==> src/rtl/subpel_interp_stream_if.sv <==
`default_nettype none
// ============================================================================
// Module      : subpel_interp_stream_if
// Description : Pixel-in / sample-out valid-ready bundle for the streaming
//               sub-pel interpolator, plus frame status flags.
// Revision    : 1.0 - initial release
// ============================================================================
interface subpel_interp_stream_if #(
    parameter int PIX_W = 8
);
    logic             in_valid;
    logic             in_ready;
    logic [PIX_W-1:0] in_pix;
    logic             in_sof;
    logic [1:0]       mode;
    logic             out_valid;
    logic             out_ready;
    logic [PIX_W-1:0] out_pix;
    logic             frame_done;
    logic             frame_err;

    // Interpolator side
    modport slave (
        input  in_valid, in_pix, in_sof, mode, out_ready,
        output in_ready, out_valid, out_pix, frame_done, frame_err
    );

    // Pixel source / sample sink side
    modport master (
        output in_valid, in_pix, in_sof, mode, out_ready,
        input  in_ready, out_valid, out_pix, frame_done, frame_err
    );
endinterface
`default_nettype wire

==> src/rtl/subpel_interp_stream.sv <==
`default_nettype none
// ============================================================================
// Module      : subpel_interp_stream
// Description : Streaming 6-tap sub-pel interpolator. Buffers a horizontal
//               window and five line buffers and emits full-pel, H half-pel,
//               V half-pel or H quarter-pel samples through a one-deep
//               output register.
// Revision    : 1.0 - initial release
// ============================================================================
module subpel_interp_stream #(
    parameter int PIX_W      = 8,
    parameter int LINE_LEN   = 8,
    parameter int FRAME_ROWS = 8
) (
    input  wire logic               clk,
    input  wire logic               rst,
    subpel_interp_stream_if.slave   bus
);
    localparam int XW = (LINE_LEN   > 1) ? $clog2(LINE_LEN)   : 1;
    localparam int YW = (FRAME_ROWS > 1) ? $clog2(FRAME_ROWS) : 1;
    localparam int SW = PIX_W + 7;

    localparam logic [XW-1:0]        c_x_last = XW'(LINE_LEN - 1);
    localparam logic [XW-1:0]        c_x_min  = XW'(5);
    localparam logic [YW-1:0]        c_y_last = YW'(FRAME_ROWS - 1);
    localparam logic [YW-1:0]        c_y_min  = YW'(5);
    localparam logic signed [SW-1:0] c_k5     = SW'(5);
    localparam logic signed [SW-1:0] c_k16    = SW'(16);
    localparam logic signed [SW-1:0] c_k20    = SW'(20);
    localparam logic signed [SW-1:0] c_zero   = '0;
    localparam logic signed [SW-1:0] c_max    = $signed({7'b0, {PIX_W{1'b1}}});

    typedef enum logic [0:0] {
        S_IDLE = 1'b0,
        S_RUN  = 1'b1
    } state_t;

    state_t           r_state;
    logic [XW-1:0]    r_x;
    logic [YW-1:0]    r_y;
    logic [1:0]       r_mode;
    // Five most recent processed pixels, oldest at index 0; the incoming
    // pixel completes the six-tap window.
    logic [PIX_W-1:0] r_h  [0:4];
    logic [PIX_W-1:0] r_lb [0:4][0:LINE_LEN-1];
    logic             r_out_valid;
    logic [PIX_W-1:0] r_out_pix;
    logic             r_frame_done;
    logic             r_frame_err;

    logic             w_in_ready;
    logic             w_accept;
    logic             w_sof;
    logic             w_proc;
    logic [XW-1:0]    w_cx;
    logic [YW-1:0]    w_cy;
    logic [1:0]       w_mode;
    logic [PIX_W-1:0] w_hhalf;
    logic [PIX_W-1:0] w_vhalf;
    logic [PIX_W:0]   w_qsum;
    logic [PIX_W-1:0] w_quarter;
    logic             w_emit;
    logic [PIX_W-1:0] w_sample;

    function automatic logic signed [SW-1:0] f_ext(input logic [PIX_W-1:0] v);
        return $signed({7'b0, v});
    endfunction

    // Taps ordered oldest to newest; rounded, shifted and clipped to pixel range.
    function automatic logic [PIX_W-1:0] f_tap6(
        input logic [PIX_W-1:0] t0, t1, t2, t3, t4, t5
    );
        logic signed [SW-1:0] s;
        s = f_ext(t0) - c_k5 * f_ext(t1) + c_k20 * f_ext(t2)
          + c_k20 * f_ext(t3) - c_k5 * f_ext(t4) + f_ext(t5);
        s = (s + c_k16) >>> 5;
        if (s < c_zero)
            f_tap6 = '0;
        else if (s > c_max)
            f_tap6 = '1;
        else
            f_tap6 = s[PIX_W-1:0];
    endfunction

    assign w_in_ready     = !r_out_valid || bus.out_ready;
    assign bus.in_ready   = w_in_ready;
    assign bus.out_valid  = r_out_valid;
    assign bus.out_pix    = r_out_pix;
    assign bus.frame_done = r_frame_done;
    assign bus.frame_err  = r_frame_err;

    // Accept qualification, effective coordinates/mode and sample selection.
    always_comb begin
        w_accept  = bus.in_valid && w_in_ready;
        w_sof     = w_accept && bus.in_sof;
        w_proc    = w_sof || (w_accept && (r_state == S_RUN));
        w_cx      = w_sof ? '0 : r_x;
        w_cy      = w_sof ? '0 : r_y;
        w_mode    = w_sof ? bus.mode : r_mode;
        w_hhalf   = f_tap6(r_h[0], r_h[1], r_h[2], r_h[3], r_h[4], bus.in_pix);
        w_vhalf   = f_tap6(r_lb[4][w_cx], r_lb[3][w_cx], r_lb[2][w_cx],
                           r_lb[1][w_cx], r_lb[0][w_cx], bus.in_pix);
        // r_h[2] is the full-pel sample just left of the half-pel position.
        w_qsum    = {1'b0, r_h[2]} + {1'b0, w_hhalf} + (PIX_W+1)'(1);
        w_quarter = PIX_W'(w_qsum >> 1);
        w_emit    = 1'b0;
        w_sample  = bus.in_pix;
        case (w_mode)
            2'd0: begin
                w_emit   = 1'b1;
                w_sample = bus.in_pix;
            end
            2'd1: begin
                w_emit   = (w_cx >= c_x_min);
                w_sample = w_hhalf;
            end
            2'd2: begin
                w_emit   = (w_cy >= c_y_min);
                w_sample = w_vhalf;
            end
            default: begin
                w_emit   = (w_cx >= c_x_min);
                w_sample = w_quarter;
            end
        endcase
    end

    // Frame FSM, raster counters, H window and the output register.
    always_ff @(posedge clk or posedge rst) begin
        if (rst) begin
            r_state      <= S_IDLE;
            r_x          <= '0;
            r_y          <= '0;
            r_mode       <= '0;
            for (int i = 0; i < 5; i++)
                r_h[i] <= '0;
            r_out_valid  <= 1'b0;
            r_out_pix    <= '0;
            r_frame_done <= 1'b0;
            r_frame_err  <= 1'b0;
        end else begin
            r_frame_done <= 1'b0;
            if (w_sof && (r_state == S_RUN))
                r_frame_err <= 1'b1;
            if (w_proc) begin
                for (int i = 0; i < 4; i++)
                    r_h[i] <= r_h[i+1];
                r_h[4] <= bus.in_pix;
                r_mode <= w_mode;
                if (w_cx == c_x_last) begin
                    r_x <= '0;
                    if (w_cy == c_y_last) begin
                        r_y          <= '0;
                        r_state      <= S_IDLE;
                        r_frame_done <= 1'b1;
                    end else begin
                        r_y     <= w_cy + 1'b1;
                        r_state <= S_RUN;
                    end
                end else begin
                    r_x     <= w_cx + 1'b1;
                    r_y     <= w_cy;
                    r_state <= S_RUN;
                end
            end
            if (w_proc && w_emit) begin
                r_out_valid <= 1'b1;
                r_out_pix   <= w_sample;
            end else if (bus.out_ready) begin
                r_out_valid <= 1'b0;
            end
        end
    end

    // Column-wise line-buffer shift; contents intentionally survive reset.
    always_ff @(posedge clk) begin
        if (w_proc) begin
            for (int k = 4; k > 0; k--)
                r_lb[k][w_cx] <= r_lb[k-1][w_cx];
            r_lb[0][w_cx] <= bus.in_pix;
        end
    end
endmodule
`default_nettype wire

==> src/flat_wrapper.sv <==
// flat-port wrapper written by rule: the top's interface ports become plain ports
module subpel_interp_stream_flat 
#(
    parameter int PIX_W      = 8,
    parameter int LINE_LEN   = 8,
    parameter int FRAME_ROWS = 8
)
  (clk, rst, bus_in_valid, bus_in_pix, bus_in_sof, bus_mode, bus_out_ready, bus_in_ready, bus_out_valid, bus_out_pix, bus_frame_done, bus_frame_err);
  subpel_interp_stream_if #(.PIX_W(PIX_W)) bus_i ();
  input  wire logic clk;
  input  wire logic rst;
  input wire logic [$bits(bus_i.in_valid)-1:0] bus_in_valid;
  input wire logic [$bits(bus_i.in_pix)-1:0] bus_in_pix;
  input wire logic [$bits(bus_i.in_sof)-1:0] bus_in_sof;
  input wire logic [$bits(bus_i.mode)-1:0] bus_mode;
  input wire logic [$bits(bus_i.out_ready)-1:0] bus_out_ready;
  output wire logic [$bits(bus_i.in_ready)-1:0] bus_in_ready;
  output wire logic [$bits(bus_i.out_valid)-1:0] bus_out_valid;
  output wire logic [$bits(bus_i.out_pix)-1:0] bus_out_pix;
  output wire logic [$bits(bus_i.frame_done)-1:0] bus_frame_done;
  output wire logic [$bits(bus_i.frame_err)-1:0] bus_frame_err;
  assign bus_i.in_valid = bus_in_valid;
  assign bus_i.in_pix = bus_in_pix;
  assign bus_i.in_sof = bus_in_sof;
  assign bus_i.mode = bus_mode;
  assign bus_i.out_ready = bus_out_ready;
  assign bus_in_ready = bus_i.in_ready;
  assign bus_out_valid = bus_i.out_valid;
  assign bus_out_pix = bus_i.out_pix;
  assign bus_frame_done = bus_i.frame_done;
  assign bus_frame_err = bus_i.frame_err;
  subpel_interp_stream #(.PIX_W(PIX_W), .LINE_LEN(LINE_LEN), .FRAME_ROWS(FRAME_ROWS)) u_core (.clk(clk), .rst(rst), .bus(bus_i));
endmodule
==> config.mk <==
export PLATFORM = sky130hd
export DESIGN_NAME = subpel_interp_stream_flat
export DESIGN_NICKNAME = d
export VERILOG_FILES = /design/src/rtl/subpel_interp_stream_if.sv /design/src/rtl/subpel_interp_stream.sv /design/src/flat_wrapper.sv
export SDC_FILE = /design/constraint.sdc
export NUM_CORES = 1
export LEC_CHECK = 0
export CORE_AREA = 2 2 239 241
export DETAILED_ROUTE_END_ITERATION = 8
export DIE_AREA = 0 0 241 243
export DONT_BUFFER_PORTS = 1
export MAX_ROUTING_LAYER = met4
export PLACE_DENSITY = 0.62
export SLEW_MARGIN = 10
export SYNTH_ARGS = -nofsm -noshare
export SYNTH_HDL_FRONTEND = slang
export SYNTH_SLANG_ARGS = --single-unit
==> constraint.sdc <==
create_clock -name clk -period 7.49 [get_ports clk]
set_clock_uncertainty 0.2 [all_clocks]
set_input_delay 1.498 -clock clk [delete_from_list [all_inputs] [get_ports clk]]
set_output_delay 1.498 -clock clk [all_outputs]
set_load 0.02 [all_outputs]
==> metrics <==
outcome=finished with violations; failing checks=setup timing; drt total wl=between 50 and 60 mm; first-pass GRT wire length=a little under 90 mm; #FFs+latches synth=380; number of max-cap violations=0; share of cells above drive strength 1=0.247; CTS tree=yes; Clk Latency, worst-skew pair=just under 0.6 ns; Setup WS post-layout=-0.238 ns; Final setup viols=8; reg2reg start=u_core.r_h[26]$_DFFE_PP0P_; Tcrit/Tclk final=1.03; Pre-antenna DRT Iters=7; gr ovfl total=0; FMAX=129 MHz; Gate Count Post-Synth=1,666; crit path time final=~7.7 ns; dpl ws=-1.03 ns; initial antenna violation count=0; htree depth=2; Die W=241 um; DRT antenna net count=0; asr flop ratio synth=0.158; critical path class=input pin to flop; All-Layer GR Usage=0.202; starting DRC count in detailed routing=1,134; RR Endpoint=u_core.bus.out_pix[7]$_DFFE_PP0P_; pin count of the biggest net entering global routing=a little over 60; Max Buffers Root-to-Sink=3; Initial Utilization=0.376; Rows=a little under 90; vias=between 10,000 and 15,000; CP bufs+invs=5; Distinct cells, synth=between 70 and 80; # IOs=27; Clock Pin Slew Worst Setup and Hold Paths=0.06 ns; register area share after synthesis=0.528; synthesized cell area=~21,000 um2; drt drc=0; Wirelength per Cell=about 21 um; number of synthesized flops with an enable pin=320; n_diodes=0; number of nets in the layout=approximately 2,100; CP Data Arrival Time=8.00 ns; setup slack on the worst flop-to-flop path=roughly 0.010 ns; worst-path maximum fanout=6; CP max stage delay=~0.56 ns; Layout area overhead=22.8%; Synthesized Nets=1,917; CP Capture Type=flop; clock tree sinks=380; CP most frequent cell=fa_1; relative slew slack=0.280; number of global-route vias before repair=~15,000; root cell of the clock tree=clkbuf_16; Min-Delay Path Class=flop to flop; slowest library cell on the worst path=fa_1; ys flop type=edfxtp_1; routability cong.=about 0.88; RSZ-0062 raised after global routing=true; worst hold slack=0.289 ns; synth warn=0; die area=a little under 60,000 um2; Final Max Tran Viols=0; Worst Max-Slew Pin Slew=~1.1 ns; worst r2r path cells=29; Die H=243 um; Syn Area/Cell=12.6 um2; worst hold start=u_core.r_h[32]$_DFFE_PP0P_; port bufs=0; Top delay family on crit path=adder cells; Vias/cell=around 5.3; CP Launch Type=input pin; hold depth=2; Worst EP required=about 7.8 ns; CORE AREA=56,000 um2; post-DP HPWL=37.9 mm; CTS buffer count=42; Hold Crit Endpoint=u_core.r_h[32]$_DFFE_PP0P_; final hold violation count=0
## final cells by class
cell class / count / area [um2]
Inverter: 141 / 544
Timing Repair inverter: 1 / 16.3
Clock buffer: 51 / 1110
Multi-Input combinational cell: 1082 / 10100
Sequential cell: 380 / 11100
Fill cell: 4971 / 30100
Timing Repair Buffer: 217 / 1830
Tap cell: 756 / 946
Clock inverter: 23 / 223
## flip-flops by register name, indices dropped and copies added, names as in the netlist
signal	count
u_core.r_x	3
u_core.r_y	3
u_core.bus.out_pix	8
u_core.r_state	1
u_core.r_mode	2
u_core.r_h	40
u_core.bus.frame_err	1
u_core.bus.frame_done	1
u_core.bus.out_valid	1
u_core.r_lb	320
## synthesized netlist by cell type (3+ instances only)
library cell,n,area share
edfxtp_1,320,0.46
ha_1,159,0.095
nand2_1,144,0.026
inv_1,137,0.024
nor2_1,124,0.022
a21oi_1,86,0.020
fa_1,77,0.073
dfrtp_1,60,0.071
o21ai_0,54,0.013
mux2i_1,41,0.020
o22ai_1,40,0.012
mux4_2,39,0.042
xnor2_1,36,0.015
clkbuf_1,35,0.0062
and2_1,27,0.0080
xor2_1,27,0.011
nand3_1,24,0.0057
a21o_1,22,0.0078
a31oi_1,22,0.0065
o21bai_1,17,0.0061
a211oi_1,15,0.0054
nor2b_1,15,0.0045
o21ai_1,15,0.0036
nor3_1,14,0.0033
buf_1,13,0.0023
buf_2,12,0.0029
o21a_1,10,0.0036
or3_1,7,0.0021
a22o_1,6,0.0025
o22a_1,5,0.0021
and3_1,4,0.0012
o31a_1,4,0.0017
o31ai_1,4,0.0014
inv_2,3,0.00054
nand2b_1,3,0.00089
or2_2,3,0.00089
## worst register-to-register path: cells and delay by family, from the launching register on
family | cells | cell delay (ns)
buf+inv | 1 | 0.04
mux | 1 | 0.37
fa+ha+maj | 8 | 3.10
simple gates | 1 | 0.06
flops | 1 | 0.40
xor+xnor | 1 | 0.13
compound gates | 17 | 3.05
## per-stage QoR
stage          setup TNS [ns]  utilization  cells  cell area, um2
2_1_floorplan           -5.48            -   1666           21500
3_3_place_gp            -7.35        0.424   2556           23700
3_5_place_dp            -7.88        0.424   2556           23700
4_1_cts                -0.857        0.457   2643           25600
5_1_grt                 -3.23        0.462   2651           25800
6_report                -1.58        0.462   2651           25800
## per-layer routing
metal  share of wire  track usage
met4           0.030       0.0608
met5               0            -
met1            0.44        0.270
met2            0.46        0.306
met3           0.069       0.0459
## what timing repair did
action	in CTS	in global routing
endpoints found under the hold margin	0	0
setup buffers	11	8
pin swaps	24	20
setup endpoints to repair	8	8
gates cloned	2	0
gates resized for setup	73	38
hold buffers	0	0
## cells in the final DEF (no fill, tap or decap), types with 13 or more instances in the layout
master     instances
o21bai_1          17
nor2_1           109
a31oi_1           19
o22ai_2           13
mux2i_1           41
ha_4              23
o22ai_1           24
nand3_1           22
and2_1            26
dfrtp_1           58
o21ai_0           48
fa_1              72
a211oi_1          15
ha_1             133
xnor2_1           31
a21o_1            22
o21ai_1           17
inv_1            127
a21oi_2           25
edfxtp_1         320
xor2_1            23
clkbuf_16         43
mux4_2            39
nor2b_1           15
a21oi_1           57
buf_4            193
nand2_1          141
## cell families after synthesis
kind of cell,count (synthesis),share of synthesized area
xor+xnor,63,0.0262
flops,380,0.528
simple gates,376,0.0793
mux,81,0.0618
buf+inv,204,0.0379
compound gates,326,0.0989
fa+ha+maj,236,0.168
## how the worst max path moves through the flow
stage | endpoint | slack, ns | start | depth (start not counted)
final | u_core.bus.out_pix[5]$_DFFE_PP0P_ | -0.24 | bus_out_ready | 30
after global routing | u_core.bus.out_pix[2]$_DFFE_PP0P_ | -0.44 | bus_out_ready | 33
after CTS | u_core.bus.out_pix[5]$_DFFE_PP0P_ | -0.15 | bus_out_ready | 32
after detailed placement | u_core.bus.out_pix[5]$_DFFE_PP0P_ | -1.03 | bus_out_ready | 29
after global placement | u_core.bus.out_pix[4]$_DFFE_PP0P_ | -0.95 | bus_out_ready | 31
after floorplan | u_core.bus.out_pix[2]$_DFFE_PP0P_ | -0.78 | bus_out_ready | 36
Power is left out: the tool's default activity adds up to more than one toggle a clock period on the data nets, which glitch-free logic cannot reach.
